[src/rtl/ysyx22041405_pipe_stage_if.sv]
// ----------------------------------------------------------------------------
// ysyx22041405_pipe_stage_if
// Purpose : valid/ready/data handshake bundle joining two pipeline stages.
// Signals :
//   valid  producer -> consumer  payload on data is valid
//   ready  consumer -> producer  consumer accepts payload this cycle
//   data   producer -> consumer  payload, WIDTH bits
// Modports:
//   master  producer side (drives valid/data, observes ready)
//   slave   consumer side (observes valid/data, drives ready)
// ----------------------------------------------------------------------------
interface ysyx22041405_pipe_stage_if #(
  parameter int WIDTH = 32
);
  logic             valid;
  logic             ready;
  logic [WIDTH-1:0] data;

  modport master (output valid, output data, input ready);
  modport slave  (input valid, input data, output ready);
endinterface

[src/rtl/ysyx22041405_pipe_stage.sv]
// ----------------------------------------------------------------------------
// ysyx22041405_pipe_stage
// Purpose : pipeline register between two CPU stages with valid/ready
//           back-pressure, synchronous flush and an optional skid buffer.
//           Payload order is strict FIFO; an accepted word is visible on
//           the output the cycle after acceptance.
// Parameters:
//   WIDTH     payload width
//   SKID      0: one register, combinational upstream ready
//             1: main + skid register, registered upstream ready
//   RST_DATA  1: flush also zeroes the payload registers
// Ports:
//   clk          rising-edge clock
//   rst_n        asynchronous active-low reset (drops every held entry)
//   i_flush      synchronous squash of all held entries, beats all handshakes
//   i_up         upstream handshake (slave: valid/data in, ready out)
//   o_dn         downstream handshake (master: valid/data out, ready in)
//   o_occupancy  number of entries currently held (0..2)
// ----------------------------------------------------------------------------
module ysyx22041405_pipe_stage #(
  parameter int WIDTH    = 32,
  parameter bit SKID     = 1'b1,
  parameter bit RST_DATA = 1'b0
) (
  input  logic                            clk,
  input  logic                            rst_n,
  input  logic                            i_flush,
  ysyx22041405_pipe_stage_if.slave        i_up,
  ysyx22041405_pipe_stage_if.master       o_dn,
  output logic [1:0]                      o_occupancy
);

  typedef enum logic [1:0] {
    ST_EMPTY = 2'd0,  // nothing held
    ST_FULL  = 2'd1,  // main register valid
    ST_SKIDF = 2'd2   // main and skid registers valid, upstream stalled
  } state_t;

  generate
    if (SKID == 1'b0) begin : g_single
      // ----------------------------------------------------------------
      // Single register. Upstream may load whenever the slot is empty or
      // is being drained this very cycle, so a full stage still streams
      // one beat per clock.
      // ----------------------------------------------------------------
      logic             r_valid;
      logic [WIDTH-1:0] r_data;
      logic             w_in_ready;
      logic             w_in_fire;

      assign w_in_ready = ~r_valid | o_dn.ready;
      assign w_in_fire  = i_up.valid & w_in_ready;

      always_ff @(posedge clk or negedge rst_n) begin
        if (!rst_n) begin
          r_valid <= 1'b0;
          r_data  <= '0;
        end else if (i_flush) begin
          r_valid <= 1'b0;
          if (RST_DATA) begin
            r_data <= '0;
          end
        end else if (w_in_fire) begin
          r_valid <= 1'b1;
          r_data  <= i_up.data;
        end else if (o_dn.ready) begin
          // Drain (a no-op when already empty).
          r_valid <= 1'b0;
        end
      end

      assign i_up.ready  = w_in_ready;
      assign o_dn.valid  = r_valid;
      assign o_dn.data   = r_data;
      assign o_occupancy = {1'b0, r_valid};

    end else begin : g_skid
      // ----------------------------------------------------------------
      // Main + skid register. Upstream ready is a flop, so it can only
      // react one cycle late; the skid register catches the one word that
      // arrives in the cycle the downstream stalls while main is full.
      // Output always comes from main, so no in->out combinational path.
      // ----------------------------------------------------------------
      state_t           r_state;
      state_t           w_state_next;
      logic [WIDTH-1:0] r_main;
      logic [WIDTH-1:0] w_main_next;
      logic [WIDTH-1:0] r_skid;
      logic [WIDTH-1:0] w_skid_next;
      logic             r_in_ready;
      logic             w_in_fire;
      logic             w_out_fire;

      assign w_in_fire  = i_up.valid & r_in_ready;
      assign w_out_fire = (r_state != ST_EMPTY) & o_dn.ready;

      always_ff @(posedge clk or negedge rst_n) begin
        if (!rst_n) begin
          r_state    <= ST_EMPTY;
          r_main     <= '0;
          r_skid     <= '0;
          r_in_ready <= 1'b1;
        end else begin
          r_state    <= w_state_next;
          r_main     <= w_main_next;
          r_skid     <= w_skid_next;
          // Ready for next cycle is decided from the state we are entering.
          r_in_ready <= (w_state_next != ST_SKIDF);
        end
      end

      always_comb begin
        w_state_next = r_state;
        w_main_next  = r_main;
        w_skid_next  = r_skid;
        if (i_flush) begin
          // Flush wins: a same-cycle input beat is dropped, a same-cycle
          // output beat is already owned by downstream.
          w_state_next = ST_EMPTY;
          if (RST_DATA) begin
            w_main_next = '0;
            w_skid_next = '0;
          end
        end else begin
          unique case (r_state)
            ST_EMPTY: begin
              if (w_in_fire) begin
                w_state_next = ST_FULL;
                w_main_next  = i_up.data;
              end
            end
            ST_FULL: begin
              unique case ({w_in_fire, w_out_fire})
                2'b10: begin
                  w_state_next = ST_SKIDF;
                  w_skid_next  = i_up.data;
                end
                2'b01: w_state_next = ST_EMPTY;
                2'b11: w_main_next  = i_up.data;
                default: ;
              endcase
            end
            ST_SKIDF: begin
              // Upstream is stalled here, so only the drain can happen.
              if (w_out_fire) begin
                w_state_next = ST_FULL;
                w_main_next  = r_skid;
              end
            end
            default: w_state_next = ST_EMPTY;
          endcase
        end
      end

      always_comb begin
        o_occupancy = 2'd0;
        unique case (r_state)
          ST_FULL:  o_occupancy = 2'd1;
          ST_SKIDF: o_occupancy = 2'd2;
          default:  o_occupancy = 2'd0;
        endcase
      end

      assign i_up.ready = r_in_ready;
      assign o_dn.valid = (r_state != ST_EMPTY);
      assign o_dn.data  = r_main;

`ifndef SYNTHESIS
      a_no_accept_in_skidf: assert property (@(posedge clk) disable iff (!rst_n)
        !((r_state == ST_SKIDF) && i_up.valid && r_in_ready));
`endif
    end
  endgenerate

`ifndef SYNTHESIS
  a_occ_never_3: assert property (@(posedge clk) disable iff (!rst_n)
    o_occupancy != 2'd3);
`endif

endmodule

[src/flat_wrapper.sv]
// flat-port wrapper written by rule: the top's interface ports become plain ports
module ysyx22041405_pipe_stage_flat 
#(
  parameter int WIDTH    = 32,
  parameter bit SKID     = 1'b1,
  parameter bit RST_DATA = 1'b0
)
  (clk, rst_n, i_flush, o_occupancy, i_up_valid, i_up_data, i_up_ready, o_dn_valid, o_dn_data, o_dn_ready);
  ysyx22041405_pipe_stage_if #(.WIDTH(WIDTH)) i_up_i ();
  ysyx22041405_pipe_stage_if #(.WIDTH(WIDTH)) o_dn_i ();
  input  logic clk;
  input  logic rst_n;
  input  logic i_flush;
  output logic [1:0] o_occupancy;
  input wire logic [$bits(i_up_i.valid)-1:0] i_up_valid;
  input wire logic [$bits(i_up_i.data)-1:0] i_up_data;
  output wire logic [$bits(i_up_i.ready)-1:0] i_up_ready;
  output wire logic [$bits(o_dn_i.valid)-1:0] o_dn_valid;
  output wire logic [$bits(o_dn_i.data)-1:0] o_dn_data;
  input wire logic [$bits(o_dn_i.ready)-1:0] o_dn_ready;
  assign i_up_i.valid = i_up_valid;
  assign i_up_i.data = i_up_data;
  assign i_up_ready = i_up_i.ready;
  assign o_dn_valid = o_dn_i.valid;
  assign o_dn_data = o_dn_i.data;
  assign o_dn_i.ready = o_dn_ready;
  ysyx22041405_pipe_stage #(.WIDTH(WIDTH), .SKID(SKID), .RST_DATA(RST_DATA)) u_core (.clk(clk), .rst_n(rst_n), .i_flush(i_flush), .i_up(i_up_i), .o_dn(o_dn_i), .o_occupancy(o_occupancy));
endmodule
[config.mk]
export PLATFORM = sky130hd
export DESIGN_NAME = ysyx22041405_pipe_stage_flat
export DESIGN_NICKNAME = d
export VERILOG_FILES = /design/src/rtl/ysyx22041405_pipe_stage_if.sv /design/src/rtl/ysyx22041405_pipe_stage.sv /design/src/flat_wrapper.sv
export SDC_FILE = /design/constraint.sdc
export NUM_CORES = 1
export LEC_CHECK = 0
export CORE_UTILIZATION = 50
export DETAILED_ROUTE_END_ITERATION = 8
export HOLD_SLACK_MARGIN = 0.03
export PLACE_DENSITY = 0.76
export SYNTH_ARGS = -nofsm -noshare
export SYNTH_HDL_FRONTEND = slang
export SYNTH_SLANG_ARGS = --single-unit
export TNS_END_PERCENT = 5
[constraint.sdc]
create_clock -name clk -period 2.5 [get_ports clk]
set_input_delay 0.5 -clock clk [delete_from_list [all_inputs] [get_ports clk]]
set_output_delay 0.5 -clock clk [all_outputs]
set_load 0.05 [all_outputs]
==> impl_metrics.env, run 1 <==
export IMPL_synth_most_common_cell="dfrtp_1"
export IMPL_num_antenna_cells=0
export IMPL_cts_hold_fix_buffers=0
export IMPL_tns_ps=0
export IMPL_cts_tree="done"
export IMPL_worst_setup_path_start_kind="flip-flop"
export IMPL_synthArstFlopShare_pct=100.0
export IMPL_total_power_mw=3.834
export IMPL_synth_ff_type="dfrtp_1"
export IMPL_grt_pass1_wl_mm=9.584
export IMPL_synth_cells=196
export IMPL_synth_largest_area_cell="dfrtp_1"
export IMPL_rsz0062_at_grt="no"
export IMPL_postCtsResizedCells=0
export IMPL_synth_common_cells="66 x dfrtp_1, 54 x mux2_4, 39 x mux2_2"
export IMPL_end_kind="primary output"
export IMPL_ys_seq_elements=67
export IMPL_grt_pass1_vias=1955
export IMPL_synth_area_top_cells="dfrtp_1 51%, mux2_4 25%, mux2_2 13%, buf_6 1.7%, buf_12 1.2%"
export IMPL_wl_per_cell_um=15.70
export IMPL_rows=29
export IMPL_synth_cell_area_sq_mm=0.003269
export IMPL_h_tree_depth=3
export IMPL_synth_avg_cell_area_sq_um=16.68
export IMPL_die_w_um=82.86
export IMPL_max_cap_viol_count=0
export IMPL_required_ps=2000
export IMPL_drt_iter0_drc=52
export IMPL_critical_path_peak_fanout=8
export IMPL_synth_distinct_cells=26
export IMPL_final_cells=359
export IMPL_post_route_period_util_pct=94.96
export IMPL_gp_congestion=0.7672
export IMPL_hold_path_class="primary input to asynchronous set/reset pin"
export IMPL_first_pass_iters=5
export IMPL_io_pins=73
export IMPL_vias=1831
export IMPL_timing_final_crit_period_ps=2374
export IMPL_arrival_ps=1870
export IMPL_die_area_sq_mm=0.006866
export IMPL_core_area_sq_mm=0.006314
export IMPL_grtUsageMet3_pct=4.771
export IMPL_status="finished, final reports clean"
export IMPL_drc=0
export IMPL_max_freq_ghz=0.4212
export IMPL_ys_warn_count=0
export IMPL_setup_viol=0
export IMPL_grt_met2_usage_pct=28.91
export IMPL_start_util_pct=51.78
export IMPL_hold_viol_final=0
export IMPL_grt_ovfl_total=0
export IMPL_grt_use_total_pct=17.78
export IMPL_ir_worst_vdd_v=0.0005204
export IMPL_totalWireLength_mm=5.636
export IMPL_clock_skew_final_ps=10.48
export IMPL_cts_buffers=9
export IMPL_fin_hold_ws_ps=75.81
export IMPL_power_density_mw_per_mm2=903.1
export IMPL_cts_buffer_depth=2
export IMPL_clock_sinks=67
export IMPL_synth_top_area_share_pct=50.52
export IMPL_drive_gt1_share_pct=44.33
export IMPL_crit_type="flip-flop to primary output"
export IMPL_io_buffer_count=72
export IMPL_ant_nets=0
export IMPL_antenna_found_initial=0
export IMPL_slew_viol_final=0
export IMPL_grt_met1_usage_pct=22.05
export IMPL_clk_insertion_delay_late_ps=340
export IMPL_busiest_layer="met2"
export IMPL_cts_reportedPaths_clkPinSlew_ps=70
export IMPL_syn_nets=235
export IMPL_routed_via_density=5.100
export IMPL_nNetsFinal=316
export IMPL_cts_root_buffer="clkbuf_8"
export IMPL_post_cts_buffers=0
export IMPL_synthToLayoutAreaGrowth_pct=29.85
export IMPL_dpl_hpwl_mm=3.883
export IMPL_ys_seq_area_share_pct=51.32
export IMPL_relSlewSlack_pct=64.39
export IMPL_synth_edf_count=0
export IMPL_leakage_nw=1.936
export IMPL_dieHeight_um=82.86
export IMPL_worst_slew_pin_slew_ps=532.5
export IMPL_grt_max_degree=29
export IMPL_dp_cells=343
-- placed cells by master (no fill, tap or decap), types with 2 or more instances in the layout --
cell type and n:
clkdlybuf4s50_1 70, dfrtp_1 66, mux2_4 54, mux2_2 39, clkbuf_8 11, buf_4 6
buf_12 4, nand2_1 3, inv_1 3, mux2_1 3, nand3b_1 2, ha_1 2
clkinvlp_4 2, clkinv_2 2
-- stage by stage --
stage / cell area [sq um] / worst slack (ps) / util (%)
after detailed placement: 4065 / 37.22 / 64.39
after global routing: 4245 / 49.51 / 67.24
after CTS: 4245 / 109.7 / 67.24
after floorplan: 3269 / 309.9 / -
final: 4245 / 125.9 / 67.24
after global placement: 4065 / 53.32 / 64.39
-- final timing paths --
check / from / endpoint / slack, ps / cells past startpoint
worst max-delay path: u_core.g_skid.r_state[1] / o_occupancy[0] / 130 / 2
worst min-delay path: rst_n / u_core.g_skid.r_skid[5] / 80 / 1
worst min register to register: u_core.o_dn.data[1] / u_core.o_dn.data[1] / 500 / 1
worst max register to register: u_core.g_skid.r_state[1] / u_core.o_dn.data[29] / 360 / 8
max in group asynchronous: rst_n / u_core.o_dn.data[13] / 1710 / 2
min in group clk: u_core.o_dn.data[1] / u_core.o_dn.data[1] / 500 / 1
-- flip-flops by register name (all words and copies together), names as in the netlist --
name / cells
u_core.g_skid.r_skid: 32
u_core.o_dn.data: 32
u_core.g_skid.r_state: 2
u_core.i_up.ready: 1
-- kinds of logic after synthesis --
logic type	share of synthesized area (%)
buffers and inverters	4.362
muxes	39.27
and+or+nand+nor	2.258
DFF	51.32
AOI/OAI and AO/OA	2.029
adders and majority gates	0.7653
-- area by class of cell --
class / count / area (sq um)
Tap cell: 77 / 96.34
Timing Repair Buffer: 81 / 830.8
Clock buffer: 12 / 155.1
Inverter: 3 / 11.26
Fill cell: 483 / 2068
Multi-Input combinational cell: 115 / 1449
Sequential cell: 67 / 1678
Clock inverter: 4 / 25.02
-- critical path: stages (launching register included) --
cell	delay, ps
dfrtp_1	480
and2b_1	260
clkdlybuf4s50_1	800
-- layer usage --
metal / wire length [um] / up-vias
li1: - / 859
met1: 2479 / 917
met2: 2803 / 45
met3: 263 / 10
met4: 90 / 0
met5: 0 / -
-- power breakdown --
part	switching (mW)	leakage (nW)	internal (mW)
registers	0.179	0.802	1.42
logic	0.746	1.05	0.683
clock network	0.399	0.0884	0.411
No activity file was read; power rests on OpenSTA's default activity.
==> inputs of run 2 (changes only) <==
--- a/config.mk
+++ b/config.mk
@@ -9,6 +9,7 @@
 export DETAILED_ROUTE_END_ITERATION = 8
 export HOLD_SLACK_MARGIN = 0.03
 export PLACE_DENSITY = 0.76
+export SLEW_MARGIN = 0
 export SYNTH_ARGS = -nofsm -noshare
 export SYNTH_HDL_FRONTEND = slang
 export SYNTH_SLANG_ARGS = --single-unit
==> results of run 2 <==
No change in the layout: final DEF, timing and power equal those of run 1.
==> inputs of run 3 (changes only) <==
--- a/config.mk
+++ b/config.mk
@@ -5,10 +5,10 @@
 export SDC_FILE = /design/constraint.sdc
 export NUM_CORES = 1
 export LEC_CHECK = 0
-export CORE_UTILIZATION = 50
+export CORE_UTILIZATION = 40
 export DETAILED_ROUTE_END_ITERATION = 8
 export HOLD_SLACK_MARGIN = 0.03
-export PLACE_DENSITY = 0.76
+export PLACE_DENSITY = 0.65
 export SLEW_MARGIN = 0
 export SYNTH_ARGS = -nofsm -noshare
 export SYNTH_HDL_FRONTEND = slang
==> constraint.sdc (replaced) <==
create_clock -name clk -period 2.18 [get_ports clk]
set_input_delay 0.436 -clock clk [delete_from_list [all_inputs] [get_ports clk]]
set_output_delay 0.436 -clock clk [all_outputs]
set_load 0.05 [all_outputs]
==> impl_metrics.env, run 3 (same netlist as run 1, synthesis figures left out) <==
export IMPL_core_area_sq_mm=0.007807
export IMPL_rsz0062_at_grt="no"
export IMPL_cts_buffer_depth=2
export IMPL_first_pass_iters=3
export IMPL_dieHeight_um=92.41
export IMPL_wl_per_cell_um=15.40
export IMPL_power_density_mw_per_mm2=1063
export IMPL_grt_use_total_pct=15.30
export IMPL_dpl_hpwl_mm=4.054
export IMPL_crit_type="flip-flop to primary output"
export IMPL_cts_tree="done"
export IMPL_drc=0
export IMPL_status="finished, final reports clean"
export IMPL_cp_num_cells=1
export IMPL_antenna_found_initial=0
export IMPL_nNetsFinal=319
export IMPL_drive_gt1_share_pct=45.96
export IMPL_grtUsageMet3_pct=3.612
export IMPL_power_switching_mw=1.538
export IMPL_hold_path_class="primary input to asynchronous set/reset pin"
export IMPL_path_buf_inv=1
export IMPL_final_common_cell="clkdlybuf4s50_1"
export IMPL_vias=1868
export IMPL_final_area_sq_mm=0.004385
export IMPL_reg2reg_slack_ps=190
export IMPL_r2r_start="u_core.i_up.ready"
export IMPL_cts_buffers=9
export IMPL_drt_iter0_drc=42
export IMPL_cts_hold_fix_buffers=0
export IMPL_io_pins=73
export IMPL_end_kind="primary output"
export IMPL_rows=32
export IMPL_die_area_sq_mm=0.008539
export IMPL_arrival_ps=1690
export IMPL_r2r_worst_path_cells=6
export IMPL_leakage_nw=1.986
export IMPL_relSlewSlack_pct=64.75
export IMPL_grt_ovfl_total=0
export IMPL_layout_setup_ws_ps=50.82
export IMPL_utilization_pct=56.17
export IMPL_clk_insertion_delay_late_ps=340
export IMPL_grt_met2_usage_pct=23.89
export IMPL_critical_path_peak_fanout=4
export IMPL_grt_max_degree=39
export IMPL_slew_viol_final=0
export IMPL_start_util_pct=41.88
export IMPL_path_delay_family="buffers and inverters"
export IMPL_ir_worst_vdd_v=0.0006166
export IMPL_post_cts_buffers=0
export IMPL_max_cap_viol_count=0
export IMPL_rr_endpoint="u_core.o_dn.data[30]"
export IMPL_synthToLayoutAreaGrowth_pct=34.14
export IMPL_p_clk_share_pct=25.2
export IMPL_grt_pass1_vias=1938
export IMPL_swShare_pct=33.00
export IMPL_startpoint="u_core.i_up.ready"
export IMPL_clock_skew_final_ps=4.509
export IMPL_clock_sinks=67
export IMPL_ant_nets=0
export IMPL_worst_slew_pin_slew_ps=527.1
export IMPL_hold_viol_final=0
export IMPL_die_w_um=92.41
export IMPL_post_route_period_util_pct=97.67
export IMPL_place_ws_ps=-206.7
export IMPL_p_int_mw=3.123
export IMPL_total_power_mw=4.661
export IMPL_cts_reportedPaths_clkPinSlew_ps=70
export IMPL_combPwrFrac_pct=35.5
export IMPL_required_ps=1740
export IMPL_busiest_layer="met2"
export IMPL_place_area_sq_mm=0.004156
export IMPL_num_antenna_cells=0
export IMPL_max_freq_ghz=0.4697
export IMPL_routed_via_density=4.827
export IMPL_critPathCapture="i_up_ready"
export IMPL_h_tree_depth=3
export IMPL_cp_slowest_cell="clkdlybuf4s50_1"
export IMPL_max_stage_delay_ps=800
export IMPL_worst_setup_path_start_kind="flip-flop"
export IMPL_setup_viol=0
export IMPL_gp_congestion=0.6957
export IMPL_grt_pass1_wl_mm=9.756
export IMPL_layout_common_cells="68 x clkdlybuf4s50_1, 65 x dfrtp_1, 54 x mux2_4, 39 x mux2_2, 11 x clkbuf_8"
export IMPL_timing_final_crit_period_ps=2129
export IMPL_cts_root_buffer="clkbuf_8"
export IMPL_io_buffer_count=72
export IMPL_path_cells="clkdlybuf4s50_1"
export IMPL_postCtsResizedCells=0
export IMPL_totalWireLength_mm=5.961
export IMPL_seqPwrFrac_pct=39.2
export IMPL_grt_met1_usage_pct=19.31
[run 3: cell types whose count changed in the layout (fill, tap and decap cells not counted), moves of 2 or more]
cell             previous run  this run
buf_12                      4         7
buf_4                       6         9
bufinv_16                   0         2
clkdlybuf4s50_1            70        68
[run 3: worst min path at each step]
stage,from,depth (start not counted),endpoint,slack (ps)
after floorplan,rst_n,0,u_core.g_skid.r_skid[0],140
after global placement,rst_n,1,u_core.g_skid.r_skid[25],450
after detailed placement,rst_n,1,u_core.o_dn.data[27],450
after CTS,rst_n,1,u_core.o_dn.data[27],70
after global routing,rst_n,1,u_core.o_dn.data[27],90
final,rst_n,1,u_core.o_dn.data[27],50
[run 3: power by group through the flow]
stage	clock (mW)	sequential, mW	combinational [mW]
floorplan	0	2.37	0.591
global placement	0	1.84	1.64
detailed placement	0	1.85	1.67
CTS	1.21	1.83	1.67
global route	1.26	1.88	1.74
finish	1.18	1.83	1.66
[run 3: area by class of cell]
cell class | instances | area, sq um
fillers | 637 | 3422
flip-flops and latches | 67 | 1679
multi-input cells | 115 | 1451
repair buffers | 84 | 888.4
clock buffers | 12 | 155.1
well taps | 102 | 127.6
clock inverters | 4 | 72.57
inverters | 3 | 11.26
[run 3: metal layers]
metal | vias up | wire (um)
met5 | - | 0
met4 | 0 | 129
met3 | 10 | 308
met2 | 47 | 2863
met1 | 940 | 2660
li1 | 871 | -
[run 3: through the flow]
stage,std cells,TNS [ps],hold WS (ps)
3_5_place_dp,371,-7714,447.7
2_1_floorplan,196,0,140.4
4_1_cts,387,0,71.37
6_report,387,0,53.20
3_3_place_gp,371,-6645,446.6
5_1_grt,387,0,88.48
